`src/rtl/timer_bus_master.sv`:
```
// rtl/timer_bus_master.sv - load/store requests to a 32-bit peripheral bus, with split 64-bit access
// Build option: define HILO_RECHECK_EN for coherent hi/lo/hi double reads (retry up to RECHK_MAX).
module timer_bus_master #(
  parameter int RECHK_MAX = 3
) (
  input  logic        clk,
  input  logic        rst_n,
  input  logic        req_valid,
  output logic        req_ready,
  input  logic        req_write,
  input  logic [1:0]  req_size,
  input  logic [15:0] req_addr,
  input  logic [63:0] req_wdata,
  output logic        rsp_valid,
  output logic [63:0] rsp_rdata,
  output logic        rsp_err,
  output logic        sel,
  output logic [15:0] addr,
  output logic [2:0]  we,
  output logic [31:0] wdata,
  input  logic [31:0] rdata
);

  typedef enum logic [2:0] {IDLE, LO, HI, RECHK, RESP} state_t;

  state_t      r_state;
  state_t      w_state_nxt;

  // Captured request fields
  logic        r_write;
  logic [1:0]  r_size;
  logic [15:0] r_addr;
  logic [63:0] r_wdata;
  logic [31:0] r_lo;

  // Registered bus and response outputs
  logic        r_sel;
  logic [15:0] r_addr_o;
  logic [2:0]  r_we;
  logic [31:0] r_wdata_o;
  logic        r_rsp_valid;
  logic        r_rsp_err;
  logic [63:0] r_rsp_rdata;

  logic        w_sel_nxt;
  logic [15:0] w_addr_nxt;
  logic [2:0]  w_we_nxt;
  logic [31:0] w_wdata_nxt;
  logic        w_rsp_valid_nxt;
  logic        w_rsp_err_nxt;
  logic [63:0] w_rsp_rdata_nxt;
  logic        w_misaligned;
  logic [15:0] w_addr_hi;

`ifdef HILO_RECHECK_EN
  localparam int LP_ATT_W = (RECHK_MAX < 2) ? 1 : $clog2(RECHK_MAX + 1);
  localparam logic [LP_ATT_W-1:0] LP_ATT_MAX = LP_ATT_W'(RECHK_MAX);
  logic [31:0]         r_hi;
  logic [LP_ATT_W-1:0] r_attempt;
  logic                w_retry;
`endif

  assign req_ready = rst_n && (r_state == IDLE);
  assign sel       = r_sel;
  assign addr      = r_addr_o;
  assign we        = r_we;
  assign wdata     = r_wdata_o;
  assign rsp_valid = r_rsp_valid;
  assign rsp_err   = r_rsp_err;
  assign rsp_rdata = r_rsp_rdata;
  assign w_addr_hi = r_addr + 16'd4;

  // Natural alignment check on the incoming request
  always_comb begin
    w_misaligned = 1'b0;
    case (req_size)
      2'b01:   w_misaligned = req_addr[0];
      2'b10:   w_misaligned = |req_addr[1:0];
      2'b11:   w_misaligned = |req_addr[2:0];
      default: w_misaligned = 1'b0;
    endcase
  end

  // Next state, next bus beat and response selection
  always_comb begin
    w_state_nxt     = r_state;
    w_sel_nxt       = 1'b0;
    w_addr_nxt      = 16'h0;
    w_we_nxt        = 3'b000;
    w_wdata_nxt     = 32'h0;
    w_rsp_valid_nxt = 1'b0;
    w_rsp_err_nxt   = 1'b0;
    w_rsp_rdata_nxt = r_rsp_rdata;
`ifdef HILO_RECHECK_EN
    w_retry         = 1'b0;
`endif
    case (r_state)
      IDLE: begin
        if (req_valid) begin
          if (w_misaligned) begin
            w_state_nxt     = RESP;
            w_rsp_valid_nxt = 1'b1;
            w_rsp_err_nxt   = 1'b1;
            w_rsp_rdata_nxt = 64'h0;
          end
`ifdef HILO_RECHECK_EN
          else if (req_size == 2'b11 && !req_write) begin
            // Coherent read starts with the high word
            w_state_nxt = HI;
            w_sel_nxt   = 1'b1;
            w_addr_nxt  = req_addr + 16'd4;
            w_we_nxt    = 3'b0_10;
          end
`endif
          else begin
            w_state_nxt = LO;
            w_sel_nxt   = 1'b1;
            w_addr_nxt  = req_addr;
            w_we_nxt    = {req_write, (req_size == 2'b11) ? 2'b10 : req_size};
            w_wdata_nxt = req_wdata[31:0];
          end
        end
      end
      LO: begin
        if (r_size == 2'b11) begin
          w_sel_nxt  = 1'b1;
          w_addr_nxt = w_addr_hi;
          w_we_nxt   = {r_write, 2'b10};
`ifdef HILO_RECHECK_EN
          if (r_write) begin
            w_state_nxt = HI;
            w_wdata_nxt = r_wdata[63:32];
          end else begin
            w_state_nxt = RECHK;
          end
`else
          w_state_nxt = HI;
          w_wdata_nxt = r_wdata[63:32];
`endif
        end else begin
          w_state_nxt     = RESP;
          w_rsp_valid_nxt = 1'b1;
          w_rsp_rdata_nxt = {32'h0, rdata};
        end
      end
      HI: begin
`ifdef HILO_RECHECK_EN
        if (!r_write) begin
          w_state_nxt = LO;
          w_sel_nxt   = 1'b1;
          w_addr_nxt  = r_addr;
          w_we_nxt    = 3'b0_10;
        end else
`endif
        begin
          w_state_nxt     = RESP;
          w_rsp_valid_nxt = 1'b1;
          w_rsp_rdata_nxt = {rdata, r_lo};
        end
      end
`ifdef HILO_RECHECK_EN
      RECHK: begin
        if (rdata == r_hi) begin
          w_state_nxt     = RESP;
          w_rsp_valid_nxt = 1'b1;
          w_rsp_rdata_nxt = {r_hi, r_lo};
        end else if (r_attempt == LP_ATT_MAX) begin
          w_state_nxt     = RESP;
          w_rsp_valid_nxt = 1'b1;
          w_rsp_err_nxt   = 1'b1;
          w_rsp_rdata_nxt = {rdata, r_lo};
        end else begin
          // High word moved under us: re-read low against the new high
          w_retry     = 1'b1;
          w_state_nxt = LO;
          w_sel_nxt   = 1'b1;
          w_addr_nxt  = r_addr;
          w_we_nxt    = 3'b0_10;
        end
      end
`endif
      RESP:    w_state_nxt = IDLE;
      default: w_state_nxt = IDLE;
    endcase
  end

  // State and registered outputs; reset clears the bus immediately
  always_ff @(posedge clk or negedge rst_n) begin
    if (!rst_n) begin
      r_state     <= IDLE;
      r_sel       <= 1'b0;
      r_addr_o    <= 16'h0;
      r_we        <= 3'b000;
      r_wdata_o   <= 32'h0;
      r_rsp_valid <= 1'b0;
      r_rsp_err   <= 1'b0;
      r_rsp_rdata <= 64'h0;
    end else begin
      r_state     <= w_state_nxt;
      r_sel       <= w_sel_nxt;
      r_addr_o    <= w_addr_nxt;
      r_we        <= w_we_nxt;
      r_wdata_o   <= w_wdata_nxt;
      r_rsp_valid <= w_rsp_valid_nxt;
      r_rsp_err   <= w_rsp_err_nxt;
      r_rsp_rdata <= w_rsp_rdata_nxt;
    end
  end

  // Request capture and per-beat read data capture
  always_ff @(posedge clk or negedge rst_n) begin
    if (!rst_n) begin
      r_write <= 1'b0;
      r_size  <= 2'b00;
      r_addr  <= 16'h0;
      r_wdata <= 64'h0;
      r_lo    <= 32'h0;
`ifdef HILO_RECHECK_EN
      r_hi      <= 32'h0;
      r_attempt <= '0;
`endif
    end else begin
      if (r_state == IDLE && req_valid) begin
        r_write <= req_write;
        r_size  <= req_size;
        r_addr  <= req_addr;
        r_wdata <= req_wdata;
`ifdef HILO_RECHECK_EN
        r_attempt <= LP_ATT_W'(1);
`endif
      end
      if (r_state == LO) r_lo <= rdata;
`ifdef HILO_RECHECK_EN
      if (r_state == HI || w_retry) r_hi <= rdata;
      if (w_retry) r_attempt <= r_attempt + LP_ATT_W'(1);
`endif
    end
  end

endmodule

```
`config.mk`:
```
export PLATFORM = sky130hd
export DESIGN_NAME = timer_bus_master
export DESIGN_NICKNAME = d
export VERILOG_FILES = /design/src/rtl/timer_bus_master.sv
export SDC_FILE = /design/constraint.sdc
export NUM_CORES = 1
export LEC_CHECK = 0
export BUFFER_PORTS_ARGS = -buffer_cell sky130_fd_sc_hd__buf_2
export CAP_MARGIN = 30
export CORE_MARGIN = 4
export CORE_UTILIZATION = 51
export DETAILED_ROUTE_END_ITERATION = 8
export PLACE_DENSITY = 0.75
export SYNTH_ARGS = -nofsm -noshare
export SYNTH_HDL_FRONTEND = slang
export SYNTH_SLANG_ARGS = --single-unit
```
`constraint.sdc`:
```
create_clock -name clk -period 2.1 [get_ports clk]
set_clock_uncertainty 0.05 [all_clocks]
set_input_delay 0.525 -clock clk [delete_from_list [all_inputs] [get_ports clk]]
set_output_delay 0.525 -clock clk [all_outputs]
set_load 0.1 [all_outputs]
```
==> results_tabular.tex, run 1 <==
\begin{tabular}{lr}
\hline
Metric & Value \\
\hline
\multicolumn{2}{l}{\textbf{Critical path}} \\
Worst Path Arrival & 1.53 ns \\
Worst path cell trace & nor3\_2 -> buf\_4 -> and2\_4 -> buf\_12 \\
Worst Reg2Reg Path Length in Cells & 5 \\
Setup slack on the worst flop-to-flop path & 0.20 ns \\
Data required time at the worst endpoint & 1.52 ns \\
Class of the most critical setup path & flip-flop to output pin \\
Category of the worst setup path capture point & output pin \\
Worst r2r src & r\_state[0] \\
Max stage delay cell, worst path & sky130\_fd\_sc\_hd\_\_dfrtp\_1 \\
Worst Path Buf+Inv & 2 \\
Maximum fanout count along the critical path & 2 \\
Crit-path leading delay family & flip-flops \\
Startpoint type of the worst setup path & flip-flop \\
Largest stage delay on the critical path & 0.39 ns \\
Reg-to-reg critical path endpoint & rsp\_rdata[9] \\
\multicolumn{2}{l}{\textbf{Job}} \\
Max-cap violations & 0 \\
\multicolumn{2}{l}{\textbf{Synth}} \\
Main combinational cell family by area after synthesis & compound AO/OA/AOI/OAI gates \\
Synth Area in XOR/XNOR & 1.32\% \\
Most used flip-flop cell after synthesis & sky130\_fd\_sc\_hd\_\_dfrtp\_1 \\
Yosys warning total & 0 \\
Proportion of synthesized chip area in sequential cells & 64.1\% \\
Post-synthesis adder-cell area fraction & 0.157\% \\
Area fraction of the dominant cell type after synthesis & 64.1\% \\
Proportion of synthesized flip-flops having asynchronous set or reset & 100\% \\
Net count after synthesis & 746 \\
EDFF count, synth & 0 \\
Post-synthesis simple-gate area fraction & 9.26\% \\
Average instance area after synthesis & 12.7 sq um \\
Synth area leaders & sky130\_fd\_sc\_hd\_\_dfrtp\_1 (64\%), sky130\_fd\_sc\_hd\_\_a22o\_1 (12\%), sky130\_fd\_sc\_hd\_\_mux2\_2 (8.2\%), sky130\_fd\_sc\_hd\_\_nand2\_1 (7.1\%), sky130\_fd\_sc\_hd\_\_buf\_2 (1.3\%) \\
Post-synthesis instance area & 7960 sq um \\
Mapped Cells & 627 \\
Multiplexer area fraction after synthesis & 9.06\% \\
Post-synthesis sequential element count & 204 \\
Synthesized-area fraction occupied by ao, oa, aoi and oai cells & 13.1\% \\
Library cell with the largest summed area after synthesis & sky130\_fd\_sc\_hd\_\_dfrtp\_1 \\
Number of distinct standard cells referenced by the synthesized netlist & 34 \\
\multicolumn{2}{l}{\textbf{Drt}} \\
Number of DRC violations after detailed routing & 0 \\
Router iterations before antenna repair & 4 \\
Post-Route WL & 19300 um \\
Antenna-violating nets left & 0 \\
Number of DRC markers in iteration 0 & 328 \\
DR vias/cell & 5.42 \\
Overall via count from detail\_route & 5924 \\
Post-DR wirelength/cell & 17.7 um \\
\multicolumn{2}{l}{\textbf{Clocking}} \\
TritonCTS buffer count & 21 \\
Skew-Pair Late Insertion Delay & 0.49 ns \\
Clock tree from TritonCTS & built \\
Buffer type at the clock tree root & sky130\_fd\_sc\_hd\_\_clkbuf\_16 \\
Number of buffers on the longest clock path & 3 \\
H-tree level count & 1 \\
Total of hold buffers inserted after clock tree synthesis & 0 \\
Clock Pin Slew Worst Setup and Hold Paths & 0.06 ns \\
Clock sink count & 204 \\
\multicolumn{2}{l}{\textbf{STA}} \\
Share of the clock period used by the worst path & 100\% \\
Achievable Freq & 0.474 GHz \\
Worst Max-Slew Pin Slew & 1.05 ns \\
Number of failing setup endpoints in the final timing report & 1 \\
Final slew viol count & 0 \\
Shortest clock period the worst path allows after layout & 2.11 ns \\
Slew HR & 29.9\% \\
Setup repair after global routing missed its margin & true \\
Count of final hold-check violations & 0 \\
Setup slack after layout & -0.00926 ns \\
WHS & 0.175 ns \\
\multicolumn{2}{l}{\textbf{Final layout}} \\
\# diodes & 0 \\
Multi-input gate area & 2630 sq um \\
Fraction of layout instances using a drive strength above 1 & 40.6\% \\
Number of filler cells placed in the layout & 1161 \\
Most used cells in the layout excluding fill and tap cells & sky130\_fd\_sc\_hd\_\_buf\_2 (234), sky130\_fd\_sc\_hd\_\_dfrtp\_1 (203), sky130\_fd\_sc\_hd\_\_nand2\_1 (151) \\
Storage cell area & 5110 sq um \\
Non-filler instance count after layout & 1092 \\
Net count, final & 987 \\
Synth-to-layout area growth & 27.6\% \\
Leading cell type in the layout, fill and taps excluded & sky130\_fd\_sc\_hd\_\_buf\_2 \\
Summed area of non-filler cells in the final layout & 10200 sq um \\
\multicolumn{2}{l}{\textbf{Power and ir drop}} \\
Switching portion of total power & 38.9\% \\
Internal Power & 0.00824 W \\
Clock group share of total power & 27.0\% \\
P\_sw & 0.00525 W \\
Sequential Power Share & 40.5\% \\
Power per standard cell area & 1330 nW/um\^{}2 \\
Static leakage & 5.48 nW \\
Logic gate share of total power & 32.5\% \\
Maximum ir drop on the vdd rail & 791 uV \\
\multicolumn{2}{l}{\textbf{Die}} \\
Height of the chip & 133 um \\
Chip Width & 133 um \\
Die Footprint & 17700 sq um \\
Row count & 45 \\
I/O pins & 237 \\
Effective utilization at floorplan & 52.2\% \\
Core region area & 15300 sq um \\
\multicolumn{2}{l}{\textbf{Placed design}} \\
Number of buffers inserted by port buffering & 236 \\
Dpl cells & 1054 \\
Worst slack at placement & -0.0622 ns \\
DP HPWL & 13100 um \\
Routability congestion estimate from global placement & 0.845 \\
Placed instance area & 9450 sq um \\
\multicolumn{2}{l}{\textbf{Global route}} \\
Gr usage total & 21.6\% \\
Antenna violations before repair & 3 \\
Leftover overflow at the end of global routing & 0 \\
Pin count of the biggest net entering global routing & 205 \\
Via count of the first global-routing pass & 6204 \\
Wire length of the first global-routing pass & 31400 um \\
\multicolumn{2}{l}{\textbf{Status}} \\
Result of the run & complete, but fails checks \\
Failing checks & setup timing \\
\multicolumn{2}{l}{\textbf{Hold path}} \\
End of the worst hold path & r\_wdata[63] \\
Worst min-delay path category & input pin to flip-flop \\
Hold Crit Depth & 3 \\
Hold Startpoint & req\_wdata[63] \\
\hline
\end{tabular}
power by group through the flow:
stage	combinational [W]	sequential [W]	clock, W
6_report	0.00439	0.00546	0.00364
5_1_grt	0.00464	0.00558	0.00389
4_1_cts	0.00442	0.00546	0.00373
3_5_place_dp	0.00440	0.00552	0
3_3_place_gp	0.00431	0.00545	0
2_1_floorplan	0.00144	0.00744	0
cell type report:
class | instances | share of cell area, %
clock inverter | 3 | 0.456
multi-input combinational | 376 | 25.9
sequential | 204 | 50.3
tap | 211 | 2.60
clock buffer | 33 | 6.31
timing repair buffer | 259 | 14.2
inverter | 6 | 0.222
sequential cells by signal, indices dropped and copies added (netlist names):
name	cells
r_lo	32
addr	16
sel	1
r_state	3
r_addr	16
r_write	1
rsp_valid	1
r_wdata	32
wdata	32
we	3
r_size	2
rsp_err	1
rsp_rdata	64
what timing repair did:
item	4_1_cts	5_1_grt
buffers inserted	2	0
setup endpoints to repair	1	1
resized for setup	2	0
pin swaps	2	1
worst reg2reg max path: cells and delay by family, from the launching register on:
kind            cells  cell delay, ns
compound gates      1            0.31
buf+inv             2            0.43
flops               1            0.39
mux                 1            0.43
simple gates        1            0.17
logic make-up (layout without fill, tap and decap cells):
logic type | Yosys count | in the layout
mux | 64 | 64
compound gates | 121 | 121
fa+ha+maj | 1 | 1
buf+inv | 47 | 301
simple gates | 178 | 178
flops | 204 | 204
xor+xnor | 12 | 12
synth_stat cells, types with 4 or more instances:
library cell	number
sky130_fd_sc_hd__a22o_1	105
sky130_fd_sc_hd__o21ai_0	4
sky130_fd_sc_hd__buf_2	20
sky130_fd_sc_hd__nand2_1	151
sky130_fd_sc_hd__mux2_1	6
sky130_fd_sc_hd__o22ai_1	7
sky130_fd_sc_hd__inv_1	5
sky130_fd_sc_hd__dfrtp_1	204
sky130_fd_sc_hd__xnor2_1	5
sky130_fd_sc_hd__nand3_1	5
sky130_fd_sc_hd__xor2_1	7
sky130_fd_sc_hd__nand4_1	5
sky130_fd_sc_hd__clkbuf_1	15
sky130_fd_sc_hd__mux2_2	58
per-layer routing:
layer | global-route usage (%) | vias to the layer above | share of wire (%)
met3 | 6.69 | 47 | 8.2
met2 | 35.4 | 234 | 47
met4 | 6.00 | 6 | 2.7
li1 | - | 2691 | -
met1 | 28.1 | 2946 | 41
met5 | 0 | - | 0.18
metrics by stage:
stage	util [%]	setup TNS, ns	power (W)
after CTS	66.5	-0.0420	0.0136
after floorplan	-	0	0.00888
after global routing	66.5	-0.0936	0.0141
final	66.5	-0.00926	0.0135
after detailed placement	61.9	-1.63	0.00991
after global placement	61.9	-1.06	0.00976
how the worst max path moves through the flow:
stage | startpoint | end | depth (start not counted)
detailed placement | req_size[0] | rsp_rdata[17] | 6
finish | r_state[1] | req_ready | 4
global route | r_state[1] | req_ready | 4
global placement | req_size[0] | rsp_rdata[7] | 6
floorplan | req_size[0] | rsp_rdata[20] | 6
CTS | r_state[0] | req_ready | 4
No activity file was read; power rests on OpenSTA's default activity.
==> run 2, diff against run 1 <==
- ABC_AREA: not set -> 1
- CORE_UTILIZATION: 51 -> 52
- PLACE_DENSITY: 0.75 -> 0.76
==> results_tabular.tex, run 2 <==
\begin{tabular}{lr}
\hline
Metric & Value \\
\hline
\multicolumn{2}{l}{\textbf{Die}} \\
Row count & 46 \\
Height of the chip & 135 um \\
Core region area & 15900 sq um \\
Effective utilization at floorplan & 53.2\% \\
Die Footprint & 18300 sq um \\
Chip Width & 135 um \\
I/O pins & 237 \\
\multicolumn{2}{l}{\textbf{Power and ir drop}} \\
Maximum ir drop on the vdd rail & 835 uV \\
Static leakage & 6.13 nW \\
Power per standard cell area & 1320 nW/um\^{}2 \\
\multicolumn{2}{l}{\textbf{STA}} \\
Share of the clock period used by the worst path & 98.0\% \\
Final slew viol count & 0 \\
Setup repair after global routing missed its margin & true \\
Count of final hold-check violations & 0 \\
Slew HR & 23.3\% \\
Setup total negative slack & 0 ns \\
Worst Max-Slew Pin Slew & 1.15 ns \\
Number of failing setup endpoints in the final timing report & 0 \\
Shortest clock period the worst path allows after layout & 2.06 ns \\
Achievable Freq & 0.486 GHz \\
WHS & 0.161 ns \\
\multicolumn{2}{l}{\textbf{Global route}} \\
Antenna violations before repair & 0 \\
Leftover overflow at the end of global routing & 0 \\
Wire length of the first global-routing pass & 35800 um \\
Via count of the first global-routing pass & 7087 \\
GR Util met3 & 6.13\% \\
Gr usage total & 24.0\% \\
Gr busiest metal & met2 \\
GR Layer Usage met2 & 40.3\% \\
Pin count of the biggest net entering global routing & 205 \\
Met1 routing resource usage after global routing & 31.7\% \\
\multicolumn{2}{l}{\textbf{Placed design}} \\
DP HPWL & 15100 um \\
Number of buffers inserted by port buffering & 236 \\
Placed instance area & 9940 sq um \\
Routability congestion estimate from global placement & 0.884 \\
\multicolumn{2}{l}{\textbf{Drt}} \\
DR vias/cell & 5.13 \\
Number of DRC violations after detailed routing & 0 \\
Post-DR wirelength/cell & 15.6 um \\
Overall via count from detail\_route & 7319 \\
Router iterations before antenna repair & 5 \\
Antenna-violating nets left & 0 \\
Number of DRC markers in iteration 0 & 574 \\
Post-Route WL & 22300 um \\
\multicolumn{2}{l}{\textbf{Synth}} \\
Average instance area after synthesis & 8.77 sq um \\
Post-synthesis sequential element count & 204 \\
Library cell with the largest summed area after synthesis & sky130\_fd\_sc\_hd\_\_dfrtp\_1 \\
Mapped Cells & 963 \\
Synthesized-area fraction occupied by ao, oa, aoi and oai cells & 6.37\% \\
Area fraction of the dominant cell type after synthesis & 60.4\% \\
Synth Area in XOR/XNOR & 0\% \\
Post-synthesis instance area & 8450 sq um \\
Most frequent cells after synthesis & sky130\_fd\_sc\_hd\_\_nand2\_1 (367), sky130\_fd\_sc\_hd\_\_dfrtp\_1 (204), sky130\_fd\_sc\_hd\_\_nand3\_1 (111), sky130\_fd\_sc\_hd\_\_o21ai\_0 (91), sky130\_fd\_sc\_hd\_\_inv\_1 (57) \\
Post-synthesis adder-cell area fraction & 0.148\% \\
Multiplexer area fraction after synthesis & 0\% \\
Main combinational cell family by area after synthesis & simple AND/OR/NAND/NOR gates \\
Proportion of synthesized chip area in sequential cells & 60.4\% \\
Post-synthesis simple-gate area fraction & 26.8\% \\
EDFF count, synth & 0 \\
Most used flip-flop cell after synthesis & sky130\_fd\_sc\_hd\_\_dfrtp\_1 \\
Synth area leaders & sky130\_fd\_sc\_hd\_\_dfrtp\_1 (60\%), sky130\_fd\_sc\_hd\_\_nand2\_1 (16\%), sky130\_fd\_sc\_hd\_\_nand3\_1 (6.6\%), sky130\_fd\_sc\_hd\_\_o21ai\_0 (5.4\%), sky130\_fd\_sc\_hd\_\_inv\_1 (2.5\%) \\
Proportion of synthesized flip-flops having asynchronous set or reset & 100\% \\
Net count after synthesis & 1082 \\
Most instantiated library cell after synthesis & sky130\_fd\_sc\_hd\_\_nand2\_1 \\
Number of distinct standard cells referenced by the synthesized netlist & 25 \\
Yosys warning total & 0 \\
\multicolumn{2}{l}{\textbf{Hold path}} \\
Worst min-delay path category & input pin to async pin \\
\multicolumn{2}{l}{\textbf{Critical path}} \\
Data required time at the worst endpoint & 1.52 ns \\
Worst Reg2Reg Path Length in Cells & 8 \\
Category of the worst setup path capture point & output pin \\
Worst r2r src & r\_state[2] \\
Maximum fanout count along the critical path & 3 \\
Worst Path Arrival & 1.48 ns \\
Class of the most critical setup path & flip-flop to output pin \\
Reg-to-reg critical path endpoint & rsp\_rdata[14] \\
Setup slack on the worst flop-to-flop path & 0.30 ns \\
Beginning of the critical path & r\_state[2] \\
Startpoint type of the worst setup path & flip-flop \\
\multicolumn{2}{l}{\textbf{Clocking}} \\
Skew-Pair Late Insertion Delay & 0.49 ns \\
Number of buffers on the longest clock path & 3 \\
TritonCTS buffer count & 22 \\
Clock Pin Slew Worst Setup and Hold Paths & 0.06 ns \\
Clock tree from TritonCTS & built \\
Total of hold buffers inserted after clock tree synthesis & 0 \\
Buffer type at the clock tree root & sky130\_fd\_sc\_hd\_\_clkbuf\_16 \\
H-tree level count & 1 \\
Clock sink count & 204 \\
\multicolumn{2}{l}{\textbf{Status}} \\
Result of the run & finished clean \\
\multicolumn{2}{l}{\textbf{Final layout}} \\
Synth-to-layout area growth & 26.4\% \\
Fraction of layout instances using a drive strength above 1 & 26.2\% \\
Net count, final & 1315 \\
Number of flip-flops in the largest register & 64 \\
Utilization of the core after routing & 67.2\% \\
Number of filler cells placed in the layout & 1337 \\
Most used cells in the layout excluding fill and tap cells & sky130\_fd\_sc\_hd\_\_nand2\_1 (366), sky130\_fd\_sc\_hd\_\_buf\_2 (234), sky130\_fd\_sc\_hd\_\_dfrtp\_1 (203) \\
Leading cell type in the layout, fill and taps excluded & sky130\_fd\_sc\_hd\_\_nand2\_1 \\
Summed area of non-filler cells in the final layout & 10700 sq um \\
\multicolumn{2}{l}{\textbf{Job}} \\
Max-cap violations & 0 \\
\hline
\end{tabular}
-- run 2: cell count changes in the layout (fill, tap and decap cells not counted), moves of 52 or more --
cell	previous run	this run
sky130_fd_sc_hd__nand3_1	5	110
sky130_fd_sc_hd__a22o_1	105	0
sky130_fd_sc_hd__inv_1	5	57
sky130_fd_sc_hd__nand2_1	151	366
sky130_fd_sc_hd__o21ai_0	4	91
sky130_fd_sc_hd__mux2_2	58	0
-- run 2: cells by family after synthesis --
group | after synthesis
buffers and inverters | 121
AND/OR/NAND/NOR | 534
AO/OA/AOI/OAI | 103
adder cells (fa/ha/maj) | 1
flip-flops | 204
-- run 2: metal layers --
| metal | routed length (um) | vias up |
|---|---|---|
| met5 | 0 | - |
| met4 | 397 | 0 |
| met3 | 1950 | 31 |
| met2 | 10800 | 274 |
| met1 | 9120 | 3437 |
| li1 | - | 3577 |
-- run 2: how the worst max path moves through the flow --
stage	slack [ns]	cells past startpoint	to
after global placement	0.26	9	wdata[3]
after CTS	0.02	4	req_ready
after floorplan	0.25	3	req_ready
final	0.04	4	req_ready
after global routing	-0.04	4	req_ready
after detailed placement	0.23	9	rsp_rdata[45]
-- run 2: worst max-delay path: stages (launching register included) --
cell and delay, ns:
sky130_fd_sc_hd__dfrtp_1 0.43, sky130_fd_sc_hd__nor2_2 0.16, sky130_fd_sc_hd__nand2_2 0.11, sky130_fd_sc_hd__nor2_4 0.11, sky130_fd_sc_hd__buf_12 0.18
-- run 2: through the flow --
stage          setup slack [ns]  power, W  std cells
2_1_floorplan             0.250   0.00911        963
3_3_place_gp              0.263    0.0102       1385
3_5_place_dp              0.234    0.0103       1386
4_1_cts                  0.0182    0.0142       1424
5_1_grt                 -0.0410    0.0148       1425
6_report                 0.0426    0.0141       1426
-- run 2: where the power goes --
part	switching, W	total, W	leakage (nW)	internal, W
Clock	0.00149	0.00384	0.345	0.00235
Sequential	0.000478	0.00536	2.68	0.00488
Combinational	0.00394	0.00488	3.10	0.000941
Total	0.00591	0.0141	6.13	0.00817
-- run 2: cell type report --
cell class / count / area (sq um) / share of cell area (%)
Antenna cell: 1 / 2.50 / 0.0234
Clock buffer: 32 / 639 / 5.99
Clock inverter: 5 / 80.1 / 0.750
Inverter: 63 / 236 / 2.21
Multi-Input combinational cell: 638 / 2840 / 26.6
Sequential cell: 204 / 5110 / 47.8
Tap cell: 216 / 270 / 2.53
Timing Repair Buffer: 267 / 1510 / 14.1
-- run 2: timing repair --
action | in CTS | in global routing
setup endpoints to repair | 1 | 1
setup buffers | 1 | 1
gates resized for setup | 2 | 0
pin swaps | 1 | 2
==> run 3, diff against run 2 <==
- CORE_UTILIZATION: 52 -> 40
- PLACE_DENSITY: 0.76 -> 0.6
==> results_tabular.tex, run 3 (synthesis gave the netlist of run 2 again) <==
\begin{tabular}{lr}
\hline
Metric & Value \\
\hline
\multicolumn{2}{l}{\textbf{STA}} \\
Number of failing setup endpoints in the final timing report & 0 \\
Shortest clock period the worst path allows after layout & 2.04 ns \\
Achievable Freq & 0.491 GHz \\
Final slew viol count & 0 \\
WHS & 0.0166 ns \\
Worst Max-Slew Pin Slew & 0.583 ns \\
Slew HR & 61.1\% \\
Count of final hold-check violations & 0 \\
Setup repair after global routing missed its margin & true \\
Share of the clock period used by the worst path & 97.1\% \\
\multicolumn{2}{l}{\textbf{Clocking}} \\
TritonCTS buffer count & 23 \\
Clock sink count & 204 \\
Buffer type at the clock tree root & sky130\_fd\_sc\_hd\_\_clkbuf\_16 \\
Skew-Pair Late Insertion Delay & 0.49 ns \\
Number of buffers on the longest clock path & 3 \\
Clock tree from TritonCTS & built \\
Setup Buffers After CTS & 0 \\
H-tree level count & 1 \\
Clock Pin Slew Worst Setup and Hold Paths & 0.06 ns \\
\multicolumn{2}{l}{\textbf{Drt}} \\
DR vias/cell & 4.86 \\
Post-DR wirelength/cell & 15.4 um \\
Overall via count from detail\_route & 7194 \\
Number of DRC violations after detailed routing & 0 \\
Post-Route WL & 22800 um \\
Number of DRC markers in iteration 0 & 370 \\
Router iterations before antenna repair & 5 \\
Antenna-violating nets left & 0 \\
\multicolumn{2}{l}{\textbf{Critical path}} \\
Crit-path leading delay family & flip-flops \\
Max stage delay cell, worst path & sky130\_fd\_sc\_hd\_\_dfrtp\_1 \\
Startpoint type of the worst setup path & flip-flop \\
Worst r2r src & r\_state[2] \\
Largest stage delay on the critical path & 0.45 ns \\
Data required time at the worst endpoint & 1.52 ns \\
Worst Path Arrival & 1.46 ns \\
Most frequent CP cell & sky130\_fd\_sc\_hd\_\_nor2\_4 \\
Category of the worst setup path capture point & output pin \\
Worst Path Buf+Inv & 1 \\
Worst path cell trace & nor2\_4 -> nand2\_4 -> nor2\_4 -> buf\_12 \\
Maximum fanout count along the critical path & 3 \\
Beginning of the critical path & r\_state[2] \\
Class of the most critical setup path & flip-flop to output pin \\
\multicolumn{2}{l}{\textbf{Final layout}} \\
Summed area of non-filler cells in the final layout & 10800 sq um \\
Number of flip-flops in the largest register & 64 \\
Net count, final & 1313 \\
Synth-to-layout area growth & 28.1\% \\
Leading cell type in the layout, fill and taps excluded & sky130\_fd\_sc\_hd\_\_nand2\_1 \\
Fraction of layout instances using a drive strength above 1 & 26.7\% \\
Most used cells in the layout excluding fill and tap cells & sky130\_fd\_sc\_hd\_\_nand2\_1 (366), sky130\_fd\_sc\_hd\_\_buf\_2 (234), sky130\_fd\_sc\_hd\_\_dfrtp\_1 (202) \\
\multicolumn{2}{l}{\textbf{Hold path}} \\
Worst min-delay path category & input pin to async pin \\
\multicolumn{2}{l}{\textbf{Placed design}} \\
DP HPWL & 15700 um \\
Placed instance area & 10000 sq um \\
Routability congestion estimate from global placement & 0.821 \\
Number of buffers inserted by port buffering & 236 \\
\multicolumn{2}{l}{\textbf{Die}} \\
Height of the chip & 153 um \\
Die Footprint & 23500 sq um \\
Row count & 52 \\
Effective utilization at floorplan & 41.2\% \\
Chip Width & 153 um \\
Core region area & 20500 sq um \\
I/O pins & 237 \\
\multicolumn{2}{l}{\textbf{Global route}} \\
Leftover overflow at the end of global routing & 0 \\
Wire length of the first global-routing pass & 36900 um \\
Via count of the first global-routing pass & 7061 \\
Pin count of the biggest net entering global routing & 99 \\
Gr usage total & 18.8\% \\
Antenna violations before repair & 4 \\
\multicolumn{2}{l}{\textbf{Power and ir drop}} \\
Power per standard cell area & 1320 nW/um\^{}2 \\
Maximum ir drop on the vdd rail & 636 uV \\
Static leakage & 6.17 nW \\
\multicolumn{2}{l}{\textbf{Status}} \\
Result of the run & finished clean \\
\multicolumn{2}{l}{\textbf{Job}} \\
Max-cap violations & 0 \\
\hline
\end{tabular}
==> run 3: changes by cell type in the layout (fill, tap and decap cells not counted), sizes merged <==
| cell | delta |
|---|---|
| buf | -3 |
| bufinv | +2 |
| clkbuf | -5 |
| clkinv | +7 |
==> run 3: routing by layer <==
layer	wire length (um)	global-route usage (%)	vias up
li1	-	-	3562
met1	9710	25.2	3356
met2	10500	30.1	244
met3	2210	6.25	28
met4	340	4.08	4
met5	14	0	-
==> run 3: repair_timing <==
action,4_1_cts,5_1_grt
pin swaps,0,1
hold buffers,0,0
setup endpoints to repair,1,1
resized for setup,2,3
==> run 3: stage by stage <==
stage	instances	setup TNS, ns	power [W]	setup slack (ns)	util [%]
2_1_floorplan	963	0	0.00911	0.250	-
3_3_place_gp	1439	0	0.0102	0.277	48.9
3_5_place_dp	1439	0	0.0103	0.242	48.9
4_1_cts	1480	0	0.0145	0.0128	52.7
5_1_grt	1481	-0.00556	0.0151	-0.00556	52.8
6_report	1481	0	0.0143	0.0616	52.8
==> run 3: worst paths after layout <==
check	to	slack, ns	cells after the start
min in group clk	wdata[23]	0.17	3
hold / removal	rsp_rdata[27]	0.02	2
hold reg to reg	r_wdata[61]	0.42	2
setup / recovery	req_ready	0.06	4
max in group asynchronous	r_wdata[51]	1.49	2
setup reg to reg	rsp_rdata[14]	0.22	8
==> run 3: power by group <==
part           internal [W]  leakage [nW]  switching [W]  total, W
combinational      0.000921          3.10        0.00390   0.00482
clock               0.00257         0.388        0.00156   0.00412
sequential          0.00488          2.68       0.000483   0.00537
==> run 3: cell type report <==
cell class | instances | area [sq um]
fillers | 1956 | 9680
multi-input cells | 638 | 2850
repair buffers | 264 | 1500
well taps | 270 | 338
clock inverters | 14 | 175
diodes | 1 | 2.50
inverters | 63 | 236
clock buffers | 27 | 611
flip-flops and latches | 204 | 5110
